`config.mk`:
```
export PLATFORM = sky130hd
export DESIGN_NAME = cpu_run_ctrl
export DESIGN_NICKNAME = d
export VERILOG_FILES = /design/src/rtl/cpu_run_pkg.sv /design/src/rtl/cpu_run_trace_buf.sv /design/src/rtl/cpu_run_ctrl.sv
export SDC_FILE = /design/constraint.sdc
export NUM_CORES = 1
export LEC_CHECK = 0
export CAP_MARGIN = 15
export CELL_PAD_IN_SITES_DETAIL_PLACEMENT = 1
export CELL_PAD_IN_SITES_GLOBAL_PLACEMENT = 2
export CORE_ASPECT_RATIO = 0.9
export CORE_UTILIZATION = 29
export CTS_CLUSTER_SIZE = 25
export DETAILED_ROUTE_END_ITERATION = 12
export GPL_TIMING_DRIVEN = 0
export PLACE_DENSITY_LB_ADDON = 0.2
export SLEW_MARGIN = 10
export SYNTH_ARGS = -nofsm -noshare
export SYNTH_HDL_FRONTEND = slang
export SYNTH_SLANG_ARGS = --single-unit
```
`constraint.sdc`:
```
create_clock -name clk -period 3.44 [get_ports clk]
set_input_delay 1.032 -clock clk [delete_from_list [all_inputs] [get_ports clk]]
set_output_delay 1.032 -clock clk [all_outputs]
set_load 0.03 [all_outputs]
```
`src/rtl/cpu_run_pkg.sv`:
```
// Shared types and defaults for the cpu program-load / run / self-check controller.
// The trace depth constants are used only when CPU_RUN_TRACE_EN is defined.
package cpu_run_pkg;

  typedef enum logic [2:0] {
    IDLE,
    LOAD,
    HOLD,
    RUN,
    CHK,
    DONE
  } run_state_e;

  localparam int unsigned DEF_ADDR_W     = 16;
  localparam int unsigned DEF_DATA_W     = 16;
  localparam int unsigned DEF_RST_CYCLES = 2;
  localparam int unsigned DEF_MAX_CYCLES = 500;
  localparam int unsigned DEF_CNT_W      = 16;

  localparam int unsigned TRACE_DEPTH    = 16;
  localparam int unsigned TRACE_PTR_W    = 4;

endpackage

```
`src/rtl/cpu_run_trace_buf.sv`:
```
// Circular PC trace buffer for cpu_run_ctrl; built only when CPU_RUN_TRACE_EN is defined.
// A write into a full buffer overwrites the oldest entry; reads pop the oldest.
`ifdef CPU_RUN_TRACE_EN
module cpu_run_trace_buf
  import cpu_run_pkg::*;
#(
  parameter int unsigned ADDR_W = DEF_ADDR_W
) (
  input  logic              clk,
  input  logic              reset,
  input  logic              clear,
  input  logic              wr_en,
  input  logic [ADDR_W-1:0] wr_pc,
  input  logic              rd_en,
  output logic [ADDR_W-1:0] rd_pc,
  output logic              empty
);

  localparam logic [TRACE_PTR_W:0] FULL_CNT = (TRACE_PTR_W+1)'(TRACE_DEPTH);

  logic [ADDR_W-1:0]      entries [TRACE_DEPTH];
  logic [TRACE_PTR_W-1:0] wr_ptr;
  logic [TRACE_PTR_W-1:0] rd_ptr;
  logic [TRACE_PTR_W:0]   count;
  logic                   full;

  assign full  = (count == FULL_CNT);
  assign empty = (count == '0);
  assign rd_pc = entries[rd_ptr];

  always_ff @(posedge clk) begin
    if (wr_en) entries[wr_ptr] <= wr_pc;
  end

  always_ff @(posedge clk) begin
    if (reset || clear) begin
      wr_ptr <= '0;
      rd_ptr <= '0;
      count  <= '0;
    end else if (wr_en) begin
      wr_ptr <= wr_ptr + TRACE_PTR_W'(1);
      // when full the oldest entry is dropped, so the read side advances with the write
      if (full) rd_ptr <= rd_ptr + TRACE_PTR_W'(1);
      else      count  <= count + (TRACE_PTR_W+1)'(1);
    end else if (rd_en && !empty) begin
      rd_ptr <= rd_ptr + TRACE_PTR_W'(1);
      count  <= count - (TRACE_PTR_W+1)'(1);
    end
  end

endmodule
`endif

```
`src/rtl/cpu_run_ctrl.sv`:
```
// Program-load / run / self-check controller owning the cpu memory port while the cpu is in reset.
// Optional PC trace buffer and its ports are enabled by defining CPU_RUN_TRACE_EN.
module cpu_run_ctrl
  import cpu_run_pkg::*;
#(
  parameter int unsigned ADDR_W     = DEF_ADDR_W,
  parameter int unsigned DATA_W     = DEF_DATA_W,
  parameter int unsigned RST_CYCLES = DEF_RST_CYCLES,
  parameter int unsigned MAX_CYCLES = DEF_MAX_CYCLES,
  parameter int unsigned CNT_W      = DEF_CNT_W
) (
  input  logic              clk,
  input  logic              reset,
  input  logic              start,
  input  logic              ld_valid,
  output logic              ld_ready,
  input  logic [DATA_W-1:0] ld_data,
  input  logic              ld_last,
  input  logic              chk_valid,
  output logic              chk_ready,
  input  logic [ADDR_W-1:0] chk_addr,
  input  logic [DATA_W-1:0] chk_exp,
  input  logic              chk_last,
  output logic              mem_we,
  output logic [ADDR_W-1:0] mem_addr,
  output logic [DATA_W-1:0] mem_wdata,
  input  logic [DATA_W-1:0] mem_rdata,
  output logic              mem_own,
  output logic              cpu_reset,
  input  logic              cpu_halt,
  output logic              busy,
  output logic              done,
  output logic              pass,
  output logic              timeout,
  output logic [CNT_W-1:0]  cycles,
  output logic [CNT_W-1:0]  fail_cnt,
  output logic [ADDR_W-1:0] first_fail
`ifdef CPU_RUN_TRACE_EN
  ,
  input  logic              trace_rd,
  output logic [ADDR_W-1:0] trace_pc,
  output logic              trace_empty,
  input  logic [ADDR_W-1:0] cpu_pc
`endif
);

  localparam logic [CNT_W-1:0] LAST_CYC  = CNT_W'(MAX_CYCLES - 1);
  localparam logic [CNT_W-1:0] HOLD_LAST = CNT_W'(RST_CYCLES - 1);

  run_state_e        state, state_n;
  logic [ADDR_W-1:0] ld_ptr;
  logic [CNT_W-1:0]  hold_cnt;
  logic              cmp_pend;
  logic              cmp_last;
  logic [DATA_W-1:0] cmp_exp;
  logic [ADDR_W-1:0] cmp_addr;
  logic              start_ok;
  logic              ld_fire;
  logic              chk_fire;

  assign start_ok  = start && (state == IDLE || state == DONE);
  assign ld_fire   = ld_valid && ld_ready;
  assign chk_fire  = chk_valid && chk_ready;
  assign mem_wdata = ld_data;
  assign pass      = done && !timeout && (fail_cnt == '0);

  always_ff @(posedge clk) begin
    if (reset) state <= IDLE;
    else       state <= state_n;
  end

  always_comb begin
    state_n   = state;
    ld_ready  = 1'b0;
    chk_ready = 1'b0;
    mem_we    = 1'b0;
    mem_addr  = '0;
    mem_own   = 1'b1;
    cpu_reset = 1'b1;
    busy      = 1'b1;
    done      = 1'b0;
    case (state)
      IDLE: begin
        busy = 1'b0;
        if (start) state_n = LOAD;
      end
      LOAD: begin
        ld_ready = 1'b1;
        mem_addr = ld_ptr;
        mem_we   = ld_valid;
        if (ld_valid && ld_last) state_n = HOLD;
      end
      HOLD: begin
        if (hold_cnt == HOLD_LAST) state_n = RUN;
      end
      RUN: begin
        cpu_reset = 1'b0;
        mem_own   = 1'b0;
        if (cpu_halt || cycles == LAST_CYC) state_n = CHK;
      end
      CHK: begin
        // one read in flight at a time keeps mem_rdata paired with its expected word
        chk_ready = !cmp_pend;
        mem_addr  = chk_addr;
        if (cmp_pend && cmp_last) state_n = DONE;
      end
      DONE: begin
        busy = 1'b0;
        done = 1'b1;
        if (start) state_n = LOAD;
      end
      default: state_n = IDLE;
    endcase
  end

  always_ff @(posedge clk) begin
    if (reset || start_ok) begin
      ld_ptr     <= '0;
      hold_cnt   <= '0;
      cycles     <= '0;
      timeout    <= 1'b0;
      fail_cnt   <= '0;
      first_fail <= '0;
      cmp_pend   <= 1'b0;
      cmp_last   <= 1'b0;
      cmp_exp    <= '0;
      cmp_addr   <= '0;
    end else begin
      if (ld_fire) ld_ptr <= ld_ptr + ADDR_W'(1);
      if (state == HOLD) hold_cnt <= hold_cnt + CNT_W'(1);
      if (state == RUN && !cpu_halt) begin
        cycles <= cycles + CNT_W'(1);
        if (cycles == LAST_CYC) timeout <= 1'b1;
      end
      cmp_pend <= chk_fire;
      if (chk_fire) begin
        cmp_last <= chk_last;
        cmp_exp  <= chk_exp;
        cmp_addr <= chk_addr;
      end
      if (cmp_pend && mem_rdata != cmp_exp) begin
        if (fail_cnt != '1) fail_cnt <= fail_cnt + CNT_W'(1);
        if (fail_cnt == '0) first_fail <= cmp_addr;
      end
    end
  end

`ifdef CPU_RUN_TRACE_EN
  cpu_run_trace_buf #(
    .ADDR_W(ADDR_W)
  ) u_trace (
    .clk   (clk),
    .reset (reset),
    .clear (start_ok),
    .wr_en (state == RUN),
    .wr_pc (cpu_pc),
    .rd_en (trace_rd && state == DONE),
    .rd_pc (trace_pc),
    .empty (trace_empty)
  );
`endif

endmodule

```
==> summary.md, run 1 <==
| Metric | Value |
|---|---|
| Largest net degree at the start of global routing | `17` |
| Vias in the first global route | `5938` |
| Clock Tree Buf Depth | `2` |
| Worst Max-Slew Pin Slew | `0.998 ns` |
| Hold Vio Cnt, Final | `0` |
| Seq/Total Area, Yosys | `42.3%` |
| Buffers on Ports | `144` |
| Placed Cells | `1077` |
| Fillers | `about 2200` |
| CP endpoint kind | `output port` |
| Worst Setup Path Type | `in -> out` |
| DR pass1 iterations | `4` |
| GP Congestion | `0.816` |
| Syn_nets | `766` |
| Final worst path period share | `98.9%` |
| Yosys reg bits | `roughly 120` |
| Clock Root Buffer | `clkbuf_16` |
| Die X | `roughly 150 um` |
| Final HPWL DP | `approximately 14000 um` |
| Adder-cell share of the synthesized area | `1.34%` |
| Area Growth Syn to Fin | `42.4%` |
| Yosys warnings | `0` |
| First-pass GRT wire length | `approximately 30000 um` |
| Crit path max-delay cell type | `clkdlybuf4s50_1` |
| Main combinational cell family by area after synthesis | `simple AND/OR/NAND/NOR gates` |
| Layout cells sized above 1 | `8.69%` |
| Vias per cell | `5.07` |
| Antenna Violating Nets Remaining | `0` |
| Slew margin rel. | `32.8%` |
| Gr ovfl total | `0` |
| Max H-tree Level | `4` |
| Avg Inst Size Synth | `~8.1 um^2` |
| PD cells | `446 mW/mm^2` |
| Mapped Cells | `688` |
| Crit path cell chain | `clkdlybuf4s50_1 > and4bb_2 > buf_4 > clkdlybuf4s15_1` |
| Arr. time, crit path | `approximately 2.4 ns` |
| Post-route DRC violation count | `0` |
| Type of origin of the critical path | `primary input` |
| Yosys cell types | `45` |
| CTS Buf Count | `17` |
| Row count | `47` |
| Non-Filler Instances | `1108` |
| Multiplexer share of the synthesized area | `0.358%` |
| DIE HEIGHT | `134 um` |
| Peak supply drop | `between 0.3 and 0.4 mV` |
| Synth Area in Compound Gates | `15.2%` |
| R2R setup slack | `1.04 ns` |
| Layout Nets | `929` |
| Core footprint | `roughly 0.019 mm^2` |
| Post-Synth Simple-Gate Area | `26.3%` |
| WP data required | `2.41 ns` |
| Leak | `2.77 nW` |
| Total GRT Usage | `about a fifth` |
| Final slew viol count | `0` |
| Final wirelength | `19000 um` |
| Clk sinks | `118` |
| Final setup violating endpoints | `0` |
| Iter 0 DRT Violations | `176` |
| Initial antenna violation count | `0` |
| Clk pin slew, worst setup/hold paths | `approximately 0.050 ns` |
| Peak Freq | `294 MHz` |
| RSZ-0062 raised after global routing | `no` |
| Crit path largest cell delay | `approximately 0.52 ns` |
| Synth Cell Area | `0.00559 mm^2` |
| Final Critical Period | `roughly 3.4 ns` |
| WL/cell | `roughly 17 um` |
| Status | `complete, no violations` |
| Worst min path class | `reg -> reg` |
| CTS tree | `done` |
| Starting Density | `30.0%` |
| Post-synthesis xor/xnor area fraction | `8.15%` |
| CP Max Fanout | `8` |
| Top Ports | `161` |
| Final Skew | `a little over 0.009 ns` |
| Family with the most delay on the worst path | `buffers and inverters` |
| Worst skew pair latency | `0.42 ns` |
| Die area | `0.0198 mm^2` |
| Pre-CTS setup slack | `-0.266 ns` |
| Max-cap viol count | `0` |
| Critical path buffer and inverter count | `3` |
| Via Count | `~5600` |
| ANT cells | `0` |
| Final worst slack | `between 0.03 and 0.04 ns` |
## tightest hold or removal path, stage by stage (launching register included)
cell	delay, ns
dfxtp_1	0.31
nand2_1	0.05
a21oi_1	0.05
## synthesized netlist by cell type (all sizes together)
| cell type | instances | area (um^2) |
|---|---|---|
| nor2b | 2 | 12.5 |
| a31oi | 3 | 18.8 |
| and3 | 11 | 68.8 |
| dfxtp | 118 | 2360 |
| o41ai | 2 | 36.3 |
| inv | 16 | 60.1 |
| nand3 | 39 | 195 |
| ha | 6 | 75.1 |
| nor3b | 3 | 27.5 |
| mux2i | 2 | 20.0 |
| or4b | 1 | 10.0 |
| nor2 | 53 | 199 |
| buf | 35 | 223 |
| nand4 | 21 | 138 |
| nand2 | 100 | 375 |
| nor4b | 3 | 26.3 |
| a41o | 2 | 20.0 |
| and2 | 5 | 31.3 |
| a21oi | 78 | 390 |
| and4bb | 3 | 37.5 |
| nor4 | 10 | 62.6 |
| clkbuf | 20 | 75.1 |
| or4 | 3 | 22.5 |
| and4 | 8 | 70.1 |
| a21o | 4 | 30.0 |
| a22o | 16 | 140 |
| or3 | 15 | 93.8 |
| nand2b | 1 | 6.26 |
| nand4b | 1 | 8.76 |
| nor4bb | 1 | 10.0 |
| o21ai | 33 | 165 |
| o31ai | 2 | 15.0 |
| nor3 | 15 | 75.1 |
| a32oi | 1 | 8.76 |
| a211oi | 1 | 7.51 |
| xnor2 | 40 | 350 |
| a31o | 2 | 17.5 |
| xor2 | 12 | 105 |
## final timing paths
kind,start,cells after the start,endpoint
setup / recovery,ld_valid,4,mem_we
hold / removal,cmp_addr[7],2,cmp_addr[7]
setup reg to reg,cmp_exp[6],6,fail_cnt[1]
hold reg to reg,cmp_addr[7],2,cmp_addr[7]
## cells in the final DEF, fill, tap and decap left out, types with 3 or more instances in the layout
| cell type | synthesis | routed |
|---|---|---|
| or3_1 | 15 | 15 |
| and4_1 | 8 | 8 |
| dlymetal6s2s_1 | 0 | 4 |
| a22o_1 | 16 | 16 |
| o21ai_0 | 33 | 33 |
| xnor2_1 | 40 | 40 |
| nand3_1 | 39 | 39 |
| buf_2 | 13 | 12 |
| nand4_1 | 20 | 20 |
| clkbuf_16 | 0 | 17 |
| buf_4 | 18 | 19 |
| clkbuf_1 | 20 | 18 |
| and3_1 | 11 | 10 |
| clkinv_2 | 0 | 5 |
| dlygate4sd2_1 | 0 | 11 |
| nor4b_1 | 3 | 3 |
| or4_1 | 3 | 3 |
| xor2_1 | 12 | 12 |
| a21o_1 | 4 | 4 |
| nand2_1 | 100 | 100 |
| inv_1 | 16 | 16 |
| dfxtp_1 | 118 | 118 |
| a21oi_1 | 78 | 78 |
| and2_1 | 5 | 5 |
| nor3_1 | 15 | 15 |
| a31oi_1 | 3 | 3 |
| nor2_1 | 53 | 53 |
| bufinv_16 | 0 | 4 |
| clkdlybuf4s50_1 | 0 | 125 |
| clkbuf_2 | 0 | 4 |
| nor4_1 | 10 | 10 |
| buf_1 | 3 | 3 |
| ha_1 | 6 | 6 |
## what timing repair did
action,4_1_cts,5_1_grt
setup buffers,1,0
setup endpoints to repair,20,17
resized for setup,21,13
hold buffers,0,0
pin swaps,1,1
cloned,0,0
## state kept, by name, indices dropped and copies added (netlist names)
register,flops
fail_cnt,16
cmp_exp,16
cmp_pend,1
ld_ptr,16
cmp_addr,16
state,3
hold_cnt,16
timeout,1
cmp_last,1
cycles,16
first_fail,16
## kinds of logic (layout without fill, tap and decap cells)
| group | count (synthesis) | in the layout |
|---|---|---|
| XOR/XNOR | 52 | 52 |
| AO/OA/AOI/OAI | 144 | 144 |
| AND/OR/NAND/NOR | 295 | 295 |
| multiplexers | 2 | 2 |
| flip-flops | 118 | 118 |
| adder cells (fa/ha/maj) | 6 | 6 |
| buffers and inverters | 71 | 246 |
## cell type report
class | instances | area, um^2 | share of cell area [%]
Multi-Input combinational cell | 499 | 2880 | 36.2
Sequential cell | 118 | 2360 | 29.7
Timing Repair Buffer | 145 | 1440 | 18.0
Clock buffer | 21 | 460 | 5.78
Tap cell | 245 | 307 | 3.85
Buffer | 54 | 303 | 3.80
Clock inverter | 10 | 153 | 1.92
Inverter | 16 | 60.1 | 0.754
## power breakdown
part           leakage, nW  switching [mW]  internal, mW
Clock                0.302           0.653          1.24
Sequential           0.950         0.00584          1.37
Combinational         1.52           0.153         0.126
## metrics by stage
step           hold WS [ns]  total power, mW  instance area, um^2  utilization [%]  TNS, ns
6_report              0.464             3.55                 7960             42.7        0
3_3_place_gp          0.448             1.68                 7340             39.4    -1.88
4_1_cts               0.465             3.59                 7950             42.6        0
5_1_grt               0.484             3.67                 7960             42.7        0
2_1_floorplan         0.437             1.54                 5590                -        0
3_5_place_dp          0.457             1.69                 7340             39.4    -2.39
## per-layer routing
layer	part of all wire, %	global-route usage, %
met5	0	0
met4	1.7	7.90
met3	5.0	4.59
met2	48	33.0
met1	45	24.8
Power figures use the tool's default switching activity.
==> run 2: changes to the inputs <==
- SKIP_LAST_GASP: unset -> 1
==> summary.md, run 2 (synthesis results as in run 1) <==
| Metric | Value |
|---|---|
| R2R setup slack | `1.06 ns (+0.02 ns)` |
| Peak Freq | `294 MHz (about the same)` |
| Highest metal layer with signal wires | `met4` |
| Core footprint | `0.0186 mm^2 (unchanged)` |
| Starting Density | `30.0% (unchanged)` |
| Metal-1 WL | `8720 um (+0.77%)` |
| Clock Root Buffer | `clkbuf_16` |
| Initial antenna violation count | `0 (unchanged)` |
| DR pass1 iterations | `7 (+3)` |
| Hold Vio Cnt, Final | `0 (unchanged)` |
| Top Ports | `161 (unchanged)` |
| Total GRT Usage | `19.9% (unchanged)` |
| Worst-case reg-to-reg path depth | `6 (unchanged)` |
| Area Growth Syn to Fin | `42.6%` |
| Type of origin of the critical path | `primary input` |
| Final HPWL DP | `14500 um (unchanged)` |
| Post-route DRC violation count | `0 (unchanged)` |
| ANT cells | `0 (unchanged)` |
| Fillers | `2190 (+0.14%)` |
| Startpoint of the worst hold path | `cmp_addr[7]` |
| Arr. time, crit path | `2.37 ns (about the same)` |
| Buffers on Ports | `144 (unchanged)` |
| Beginning of the critical path | `ld_valid` |
| Metal3 WL | `933 um (-2.6%)` |
| Die area | `0.0198 mm^2 (unchanged)` |
| Leak | `2.78 nW (+0.21%)` |
| Finished Cell Area | `0.00797 mm^2 (+0.11%)` |
| Worst skew pair latency | `0.42 ns (about the same)` |
| PD cells | `446 mW/mm^2 (about the same)` |
| WP data required | `2.41 ns (about the same)` |
| CTS Buf Count | `17 (unchanged)` |
| Peak supply drop | `0.349 mV (+0.57%)` |
| Non-Filler Instances | `1110 (+0.18%)` |
| Row count | `47 (unchanged)` |
| Placed Cells | `1077 (unchanged)` |
| CTS tree | `done` |
| Layout Nets | `931 (+0.22%)` |
| R2R Path End | `fail_cnt[1]` |
| Setup TNS | `0 ns (unchanged)` |
| Final Critical Period | `3.40 ns (-0.000597 ns)` |
| Clk pin slew, worst setup/hold paths | `0.05 ns (about the same)` |
| Max H-tree Level | `4 (unchanged)` |
| DIE HEIGHT | `134 um (unchanged)` |
| Slew margin rel. | `33.8% (+0.99 points)` |
| Layout cells sized above 1 | `9.02% (+0.33 points)` |
| Most frequent cells in the layout | `clkdlybuf4s50_1 (126), dfxtp_1 (118), nand2_1 (100)` |
| Status | `complete, no violations` |
| Clk sinks | `118 (unchanged)` |
| Iter 0 DRT Violations | `180 (+2.3%)` |
| Met2 wire length | `9000 um (-0.95%)` |
| Vias in the first global route | `5938 (unchanged)` |
| Hold-fix buffers, CTS | `0 (unchanged)` |
| Final setup violating endpoints | `0 (unchanged)` |
| Antenna Violating Nets Remaining | `0 (unchanged)` |
| WL/cell | `17.2 um (about the same)` |
| CP Max Fanout | `8 (unchanged)` |
| RR Startpoint | `cmp_exp[6]` |
| Via Count | `5642 (+0.45%)` |
| Gr ovfl total | `0 (unchanged)` |
| Die X | `148 um (unchanged)` |
| Largest net degree at the start of global routing | `17 (unchanged)` |
| Worst min path class | `reg -> reg` |
| Final slew viol count | `0 (unchanged)` |
| Final Skew | `0.00716 ns (-0.00212 ns)` |
| CP endpoint kind | `output port` |
| Worst Setup Path Type | `in -> out` |
| Worst hold stages | `2 (unchanged)` |
| Max-cap viol count | `0 (unchanged)` |
| Final wirelength | `19100 um (about the same)` |
| Final worst path period share | `98.9% (about the same)` |
| First-pass GRT wire length | `30500 um (unchanged)` |
| GP Congestion | `0.816 (unchanged)` |
| Hold-critical path endpoint | `cmp_addr[7]` |
| Most common cell after layout, fill and taps aside | `clkdlybuf4s50_1` |
| Hold Slack | `0.464 ns (+0.00000300 ns)` |
| Clock Tree Buf Depth | `2 (unchanged)` |
| Placed instance area | `0.00734 mm^2 (unchanged)` |
| Vias per cell | `5.08 (+0.26%)` |
| Worst Max-Slew Pin Slew | `0.984 ns (-0.0147 ns)` |
[run 2: cell count changes in the layout (fill, tap and decap cells not counted)]
cell and change:
buf_4 +2, clkbuf_2 +2, clkbuf_4 -1, clkdlybuf4s15_1 -1
clkdlybuf4s50_1 +1, dlygate4sd2_1 -1
[run 2: how the worst max path moves through the flow]
stage	endpoint	slack, ns
after floorplan	pass	0.31
after global placement	mem_we	-0.26
after detailed placement	mem_we	-0.27
after CTS	mem_addr[6]	-0.22
after global routing	mem_addr[13]	-0.008
final	mem_we	0.04
[run 2: layout make-up]
| type | count | area (um^2) | share of cell area [%] |
|---|---|---|---|
| Buffer | 54 | 300 | 3.77 |
| Clock buffer | 21 | 460 | 5.78 |
| Clock inverter | 10 | 153 | 1.92 |
| Inverter | 16 | 60.1 | 0.754 |
| Multi-Input combinational cell | 499 | 2880 | 36.2 |
| Sequential cell | 118 | 2360 | 29.6 |
| Tap cell | 245 | 307 | 3.85 |
| Timing Repair Buffer | 147 | 1450 | 18.1 |
[run 2: worst max-delay path, stage by stage]
cell and delay [ns]:
clkdlybuf4s50_1 0.51, and4bb_2 0.26, buf_4 0.17, clkdlybuf4s15_1 0.39
[run 2: through the flow]
step                util, %  setup slack [ns]  power, mW
floorplan                 -             0.311       1.54
global placement       39.4            -0.264       1.68
detailed placement     39.4            -0.266       1.69
CTS                    42.6            -0.221       3.59
global route           42.8          -0.00765       3.67
finish                 42.8            0.0394       3.55
[run 2: where the power goes]
part	total (mW)	internal, mW	switching [mW]
Sequential	1.38	1.37	0.00583
Combinational	0.279	0.126	0.153
Clock	1.90	1.24	0.656
Total	3.55	2.74	0.814
[run 2: routing by layer]
metal / vias up / GRT usage (%)
met1: 2722 / 24.8
met4: 0 / 7.90
met2: 159 / 33.0
met5: - / 0
li1: 2729 / -
met3: 32 / 4.59
[run 2: what timing repair did]
item | in CTS | in global routing
pin swaps | 1 | 1
setup buffers | 1 | 2
setup endpoints to repair | 20 | 17
cloned | 0 | 0
gates resized for setup | 19 | 14
